===== config.mk =====
export PLATFORM = sky130hd
export DESIGN_NAME = seq_pattern_tx
export DESIGN_NICKNAME = d
export VERILOG_FILES = /design/src/rtl/seq_link_pkg.sv /design/src/rtl/seq_pattern_tx_piso_shift.sv /design/src/rtl/seq_pattern_tx.sv
export SDC_FILE = /design/constraint.sdc
export NUM_CORES = 1
export LEC_CHECK = 0
export BUFFER_PORTS_ARGS = -buffer_cell sky130_fd_sc_hd__buf_2
export CAP_MARGIN = 10
export CORE_UTILIZATION = 35
export DETAILED_ROUTE_END_ITERATION = 7
export HOLD_SLACK_MARGIN = 0.03
export PLACE_DENSITY = 0.58
export SETUP_SLACK_MARGIN = 0.02
export SYNTH_ARGS = -nofsm -noshare
export SYNTH_HDL_FRONTEND = slang
export SYNTH_HIERARCHICAL = 1
export SYNTH_SLANG_ARGS = --single-unit

===== constraint.sdc =====
create_clock -name clk -period 2 [get_ports clk]
set_clock_uncertainty 0.15 [all_clocks]
set_input_delay 0.1 -clock clk [delete_from_list [all_inputs] [get_ports clk]]
set_output_delay 0.1 -clock clk [all_outputs]
set_load 0.02 [all_outputs]

===== src/rtl/seq_link_pkg.sv =====
// Shared constants and types for the serial x / 1011-sync link.
// Both the transmitter (seq_pattern_tx) and the receive-side detector import
// this package so that the preamble definition cannot drift between ends.
//   state_t           transmitter frame state {IDLE, SYNC, DATA, PAR}
//   SYNC_LEN_DEFAULT  preamble length in bits
//   SYNC_PAT_DEFAULT  preamble bit pattern, sent MSB-first
//   max_int()         elaboration-time helper for sizing counters
package seq_link_pkg;

  typedef enum logic [1:0] {
    IDLE = 2'd0,
    SYNC = 2'd1,
    DATA = 2'd2,
    PAR  = 2'd3
  } state_t;

  localparam int          SYNC_LEN_DEFAULT = 4;
  localparam logic [3:0]  SYNC_PAT_DEFAULT = 4'b1011;

  function automatic int max_int(input int a, input int b);
    return (a > b) ? a : b;
  endfunction

endpackage


===== src/rtl/seq_pattern_tx_piso_shift.sv =====
// Parallel-in serial-out shifter used for both the preamble and the payload.
// The register shifts towards the MSB; msb always shows the bit that the next
// shift will release, so the owner reads msb and pulses shift in one cycle.
// Ports:
//   clk    in  1  clock, rising edge
//   rst    in  1  asynchronous, active-high reset (clears the register)
//   load   in  1  capture din (has priority over shift)
//   shift  in  1  shift left by one, zero fill
//   din    in  W  parallel load value
//   msb    out 1  current MSB of the register
module piso_shift #(
  parameter int W = 8
) (
  input  logic         clk,
  input  logic         rst,
  input  logic         load,
  input  logic         shift,
  input  logic [W-1:0] din,
  output logic         msb
);

  logic [W-1:0] sr;

  always_ff @(posedge clk or posedge rst) begin
    if (rst) begin
      sr <= '0;
    end else if (load) begin
      sr <= din;
    end else if (shift) begin
      sr <= sr << 1;
    end
  end

  assign msb = sr[W-1];

endmodule


===== src/rtl/seq_pattern_tx.sv =====
// Serial frame transmitter for the x / 1011-sync link.
// A word accepted over valid/ready is sent as SYNC_PAT (MSB-first) followed by
// the payload (MSB-first), one bit per clk on x_out, with x_en marking frame
// bits. Building with the PARITY_EN macro defined appends one even-parity bit
// after the payload; the port list is the same in both builds.
// Ports:
//   clk         in  1       clock, rising edge
//   rst         in  1       asynchronous, active-high reset
//   tx_data     in  DATA_W  payload word, sampled on accept
//   tx_valid    in  1       payload present
//   tx_ready    out 1       block can accept (IDLE and not in reset)
//   x_out       out 1       serial bit stream (registered)
//   x_en        out 1       x_out carries a frame bit (registered)
//   busy        out 1       frame in flight
//   frame_done  out 1       pulse coincident with the last frame bit
module seq_pattern_tx
  import seq_link_pkg::*;
#(
  parameter int                DATA_W   = 8,
  parameter int                SYNC_LEN = SYNC_LEN_DEFAULT,
  parameter logic [SYNC_LEN-1:0] SYNC_PAT = SYNC_PAT_DEFAULT,
  parameter logic              IDLE_BIT = 1'b0
) (
  input  logic              clk,
  input  logic              rst,
  input  logic [DATA_W-1:0] tx_data,
  input  logic              tx_valid,
  output logic              tx_ready,
  output logic              x_out,
  output logic              x_en,
  output logic              busy,
  output logic              frame_done
);

  localparam int CNT_W = $clog2(max_int(SYNC_LEN, DATA_W) + 1);

  // The first preamble bit goes straight to x_out on accept, so the preamble
  // shifter only needs to hold the remaining bits.
  localparam logic [SYNC_LEN-1:0] SYNC_REST = SYNC_PAT << 1;

`ifdef PARITY_EN
  localparam bit HAS_PAR = 1'b1;
`else
  localparam bit HAS_PAR = 1'b0;
`endif

  state_t           state, state_n;
  // Counts bits still to be sent in the current state after the one on x_out.
  logic [CNT_W-1:0] cnt, cnt_n;
  logic             x_out_n, x_en_n, done_n;
  logic             sync_load, sync_shift, sync_msb;
  logic             data_load, data_shift, data_msb;
  logic             accept;

  assign tx_ready = !rst && (state == IDLE);
  assign busy     = (state != IDLE);
  assign accept   = tx_valid && tx_ready;

  piso_shift #(.W(SYNC_LEN)) u_sync_sr (
    .clk   (clk),
    .rst   (rst),
    .load  (sync_load),
    .shift (sync_shift),
    .din   (SYNC_REST),
    .msb   (sync_msb)
  );

  piso_shift #(.W(DATA_W)) u_data_sr (
    .clk   (clk),
    .rst   (rst),
    .load  (data_load),
    .shift (data_shift),
    .din   (tx_data),
    .msb   (data_msb)
  );

`ifdef PARITY_EN
  logic par_bit;

  always_ff @(posedge clk or posedge rst) begin
    if (rst) begin
      par_bit <= 1'b0;
    end else if (accept) begin
      par_bit <= ^tx_data;
    end
  end
`endif

  // Next-state and next-output logic. Outputs are computed for the bit that
  // will appear on x_out after the coming edge.
  always_comb begin
    state_n    = state;
    cnt_n      = cnt;
    x_out_n    = IDLE_BIT;
    x_en_n     = 1'b0;
    done_n     = 1'b0;
    sync_load  = 1'b0;
    sync_shift = 1'b0;
    data_load  = 1'b0;
    data_shift = 1'b0;

    case (state)
      IDLE: begin
        if (accept) begin
          state_n   = SYNC;
          cnt_n     = CNT_W'(SYNC_LEN - 1);
          x_out_n   = SYNC_PAT[SYNC_LEN-1];
          x_en_n    = 1'b1;
          sync_load = 1'b1;
          data_load = 1'b1;
        end
      end

      SYNC: begin
        x_en_n = 1'b1;
        if (cnt != '0) begin
          x_out_n    = sync_msb;
          sync_shift = 1'b1;
          cnt_n      = cnt - CNT_W'(1);
        end else begin
          state_n    = DATA;
          cnt_n      = CNT_W'(DATA_W - 1);
          x_out_n    = data_msb;
          data_shift = 1'b1;
          done_n     = !HAS_PAR && (DATA_W == 1);
        end
      end

      DATA: begin
        if (cnt != '0) begin
          x_en_n     = 1'b1;
          x_out_n    = data_msb;
          data_shift = 1'b1;
          cnt_n      = cnt - CNT_W'(1);
          done_n     = !HAS_PAR && (cnt == CNT_W'(1));
        end else begin
`ifdef PARITY_EN
          state_n = PAR;
          cnt_n   = '0;
          x_en_n  = 1'b1;
          x_out_n = par_bit;
          done_n  = 1'b1;
`else
          state_n = IDLE;
          cnt_n   = '0;
`endif
        end
      end

      PAR: begin
        state_n = IDLE;
        cnt_n   = '0;
      end

      default: begin
        state_n = IDLE;
        cnt_n   = '0;
      end
    endcase
  end

  always_ff @(posedge clk or posedge rst) begin
    if (rst) begin
      state      <= IDLE;
      cnt        <= '0;
      x_out      <= IDLE_BIT;
      x_en       <= 1'b0;
      frame_done <= 1'b0;
    end else begin
      state      <= state_n;
      cnt        <= cnt_n;
      x_out      <= x_out_n;
      x_en       <= x_en_n;
      frame_done <= done_n;
    end
  end

endmodule


==> results.toml <==
[worst_setup_path]
worstPathArrival_ps = 1950
cp_data_required_time_ps = 2060
ff2ff_setup_slack_ps = 110
worstPathMaxFanout = 8
crit_path_end_kind = "flip-flop"
worstSetupStartpointType = "flip-flop"
critPathKind = "flip-flop to flip-flop"

[synthesis]
syn_area_per_cell_sq_um = 9.98
ys_seq_elements = 21
ys_types = 31
ys_warn_count = 6
synth_area_leader_cell = "dfrtp_1"
syn_inst = 110
ys_seq_area_frac = 0.479
synth_top_area_frac = 0.479
synth_area_leaders = "dfrtp_1 (48%), mux2i_1 (10%), nand2_1 (4.8%)"
syn_area_sq_um = 1100

[floorplan]
start_util = 0.385
core_sq_um = 2850
die_y_um = 58.0
fp.dieW_um = 58.0
io_pins = 16
die_area_sq_um = 3360
rows = 19

[place]
place_area_sq_um = 1270
place_congestion = 0.789
pre_cts_ws_ps = 57.4
portBuffers = 15
dpl.cell_count = 164
dpl.hpwl_mm = 1.61

[hold_path]
holdCritPathClass = "input pin to async pin"

[power_and_ir_drop]
intPower_mw = 1.20
cellLeakagePower_nw = 0.678
p_clk_frac = 0.104
switchingPower_uw = 799
p_seq_frac = 0.370
ir_drop_mv = 0.500
p_per_area_nw_per_um2 = 1400
combPwrFrac = 0.526
total_power_mw = 2.00
switching_share = 0.399

[sta]
drv_slew = 0
fin_ws_ps = 113
fmax_mhz = 530
layout_min_cycle_time_ps = 1890
finalSetupTns_ps = 0
hold_viol = 0
finalSetupViolations = 0
finalCritPeriodShare = 0.944
hold_slack_ps = 99.1
rsz0062_at_grt = "no"

[final_layout]
n_antenna_cell = 0
syn_to_final_growth_pct = 30.2
fillCellCount = 264
multi_input_area_sq_um = 528
final_util = 0.501
final_area_sq_um = 1430
drive_gt1_frac = 0.277
finalNetCount = 163
final_common_cell = "dfrtp_1"
fin_cells = 179
register_area_sq_um = 526
final_cell_mix = "dfrtp_1 (21), buf_2 (15), nand2_1 (13), buf_4 (12), mux2i_1 (11)"

[global_routing]
grt_max_degree = 17
grt_overflow_total = 0
grt_pass1_wl_mm = 3.92
antenna_found_initial = 0
grt_pass1_vias = 863
track_usage = 0.155

[cts]
htree_levels = 1
clkSinkCount = 21
cts_tree = "done"
clock-root-buffer = "clkbuf_4"
worstSkewPairLatency_ps = 300
numCtsBuffers = 3
clk_pin_slew_ps = 120
clk_path_buf_depth = 2

[flow_run]
cap_violations = 0

[detailed_routing]
post-route-drc-count = 0
vias = 889
drtAntennaViolNets = 0
drt_iter0_drc = 30
first_pass_iters = 4
routed_wirelength_mm = 2.28
wl_per_cell_um = 12.8
viasPerCell = 4.97

[status]
status = "finished clean"
==> synth_stat cells <==
master     number
conb_1          2
nor2_1          5
o221ai_1        1
ha_1            3
a32o_1          1
xnor2_1         1
or2_0           1
buf_4           1
buf_2           1
o21ai_0         6
nand3_1         2
o211ai_1        1
o22ai_1         2
inv_1           6
nand2_1        14
and4b_1         1
clkbuf_1        1
o21ai_1        10
o211ai_2        1
o2bb2ai_1       1
nand2b_1        4
nor3b_1         1
a311o_1         1
or3b_1          1
nor3_1          2
buf_6           3
nor2b_1         2
dfrtp_1        21
o22a_1          2
or2_2           1
mux2i_1        11
==> worst max-delay path: stages, from the launching register on <==
cell	delay, ps
dfrtp_1	410
inv_2	90
ha_4	140
or3b_4	400
o21ai_2	160
buf_6	170
mux2i_1	200
o21ai_1	70
==> registers in the layout, summed over array words and instances (netlist names) <==
name,count
cnt,4
frame_done,1
state,2
u_data_sr/sr,8
u_sync_sr/sr,4
x_en,1
x_out,1
==> final timing paths <==
path	startpoint	endpoint	cells after the start
setup / recovery	cnt[0]$_DFFE_PP0P_	u_data_sr/sr[4]$_DFFE_PP0P_	7
hold / removal	rst	u_sync_sr/sr[3]$_DFFE_PP0P_	3
setup reg to reg	cnt[0]$_DFFE_PP0P_	u_data_sr/sr[4]$_DFFE_PP0P_	7
hold reg to reg	u_sync_sr/sr[0]$_DFFE_PP0P_	u_sync_sr/sr[0]$_DFFE_PP0P_	2
max in group asynchronous	rst	cnt[3]$_DFFE_PP0P_	3
min in group clk	tx_valid	cnt[3]$_DFFE_PP0P_	4
==> cells by family (layout without fill, tap and decap cells) <==
family / after synthesis / in the layout / synth area share
XOR/XNOR: 1 / 1 / 0.00798
other: 2 / 4 / 0.00684
flip-flops: 21 / 21 / 0.479
AO/OA/AOI/OAI: 26 / 26 / 0.153
multiplexers: 11 / 11 / 0.100
AND/OR/NAND/NOR: 34 / 34 / 0.153
adder cells (fa/ha/maj): 3 / 3 / 0.0342
buffers and inverters: 12 / 48 / 0.0661
==> final cells by class <==
type,count,area share
Clock inverter,1,0.00350
Timing Repair Buffer,38,0.201
Tap cell,31,0.0271
Clock buffer,3,0.0158
Inverter,6,0.0158
Multi-Input combinational cell,79,0.370
Sequential cell,21,0.368
==> power groups by stage <==
stage | combinational, mW | clock, mW | sequential, mW
CTS | 0.987 | 0.223 | 0.734
global placement | 0.942 | 0 | 0.743
global route | 1.16 | 0.237 | 0.769
floorplan | 0.731 | 0 | 0.715
finish | 1.05 | 0.208 | 0.742
detailed placement | 0.970 | 0 | 0.742
==> timing repair <==
item / CTS / global route
endpoints found under the setup margin: 0 / 9
setup buffers: 0 / 2
hold buffers: 9 / 0
resized for setup: 0 / 7
hold endpoints to repair: 29 / 0
==> per-layer routing <==
layer	up-vias	part of all wire	global-route usage
li1	452	-	-
met1	426	0.49	0.207
met2	9	0.48	0.250
met3	2	0.022	0.0268
met4	0	0.0074	0.0612
met5	-	0	0
(Power assumes the default switching activity.)
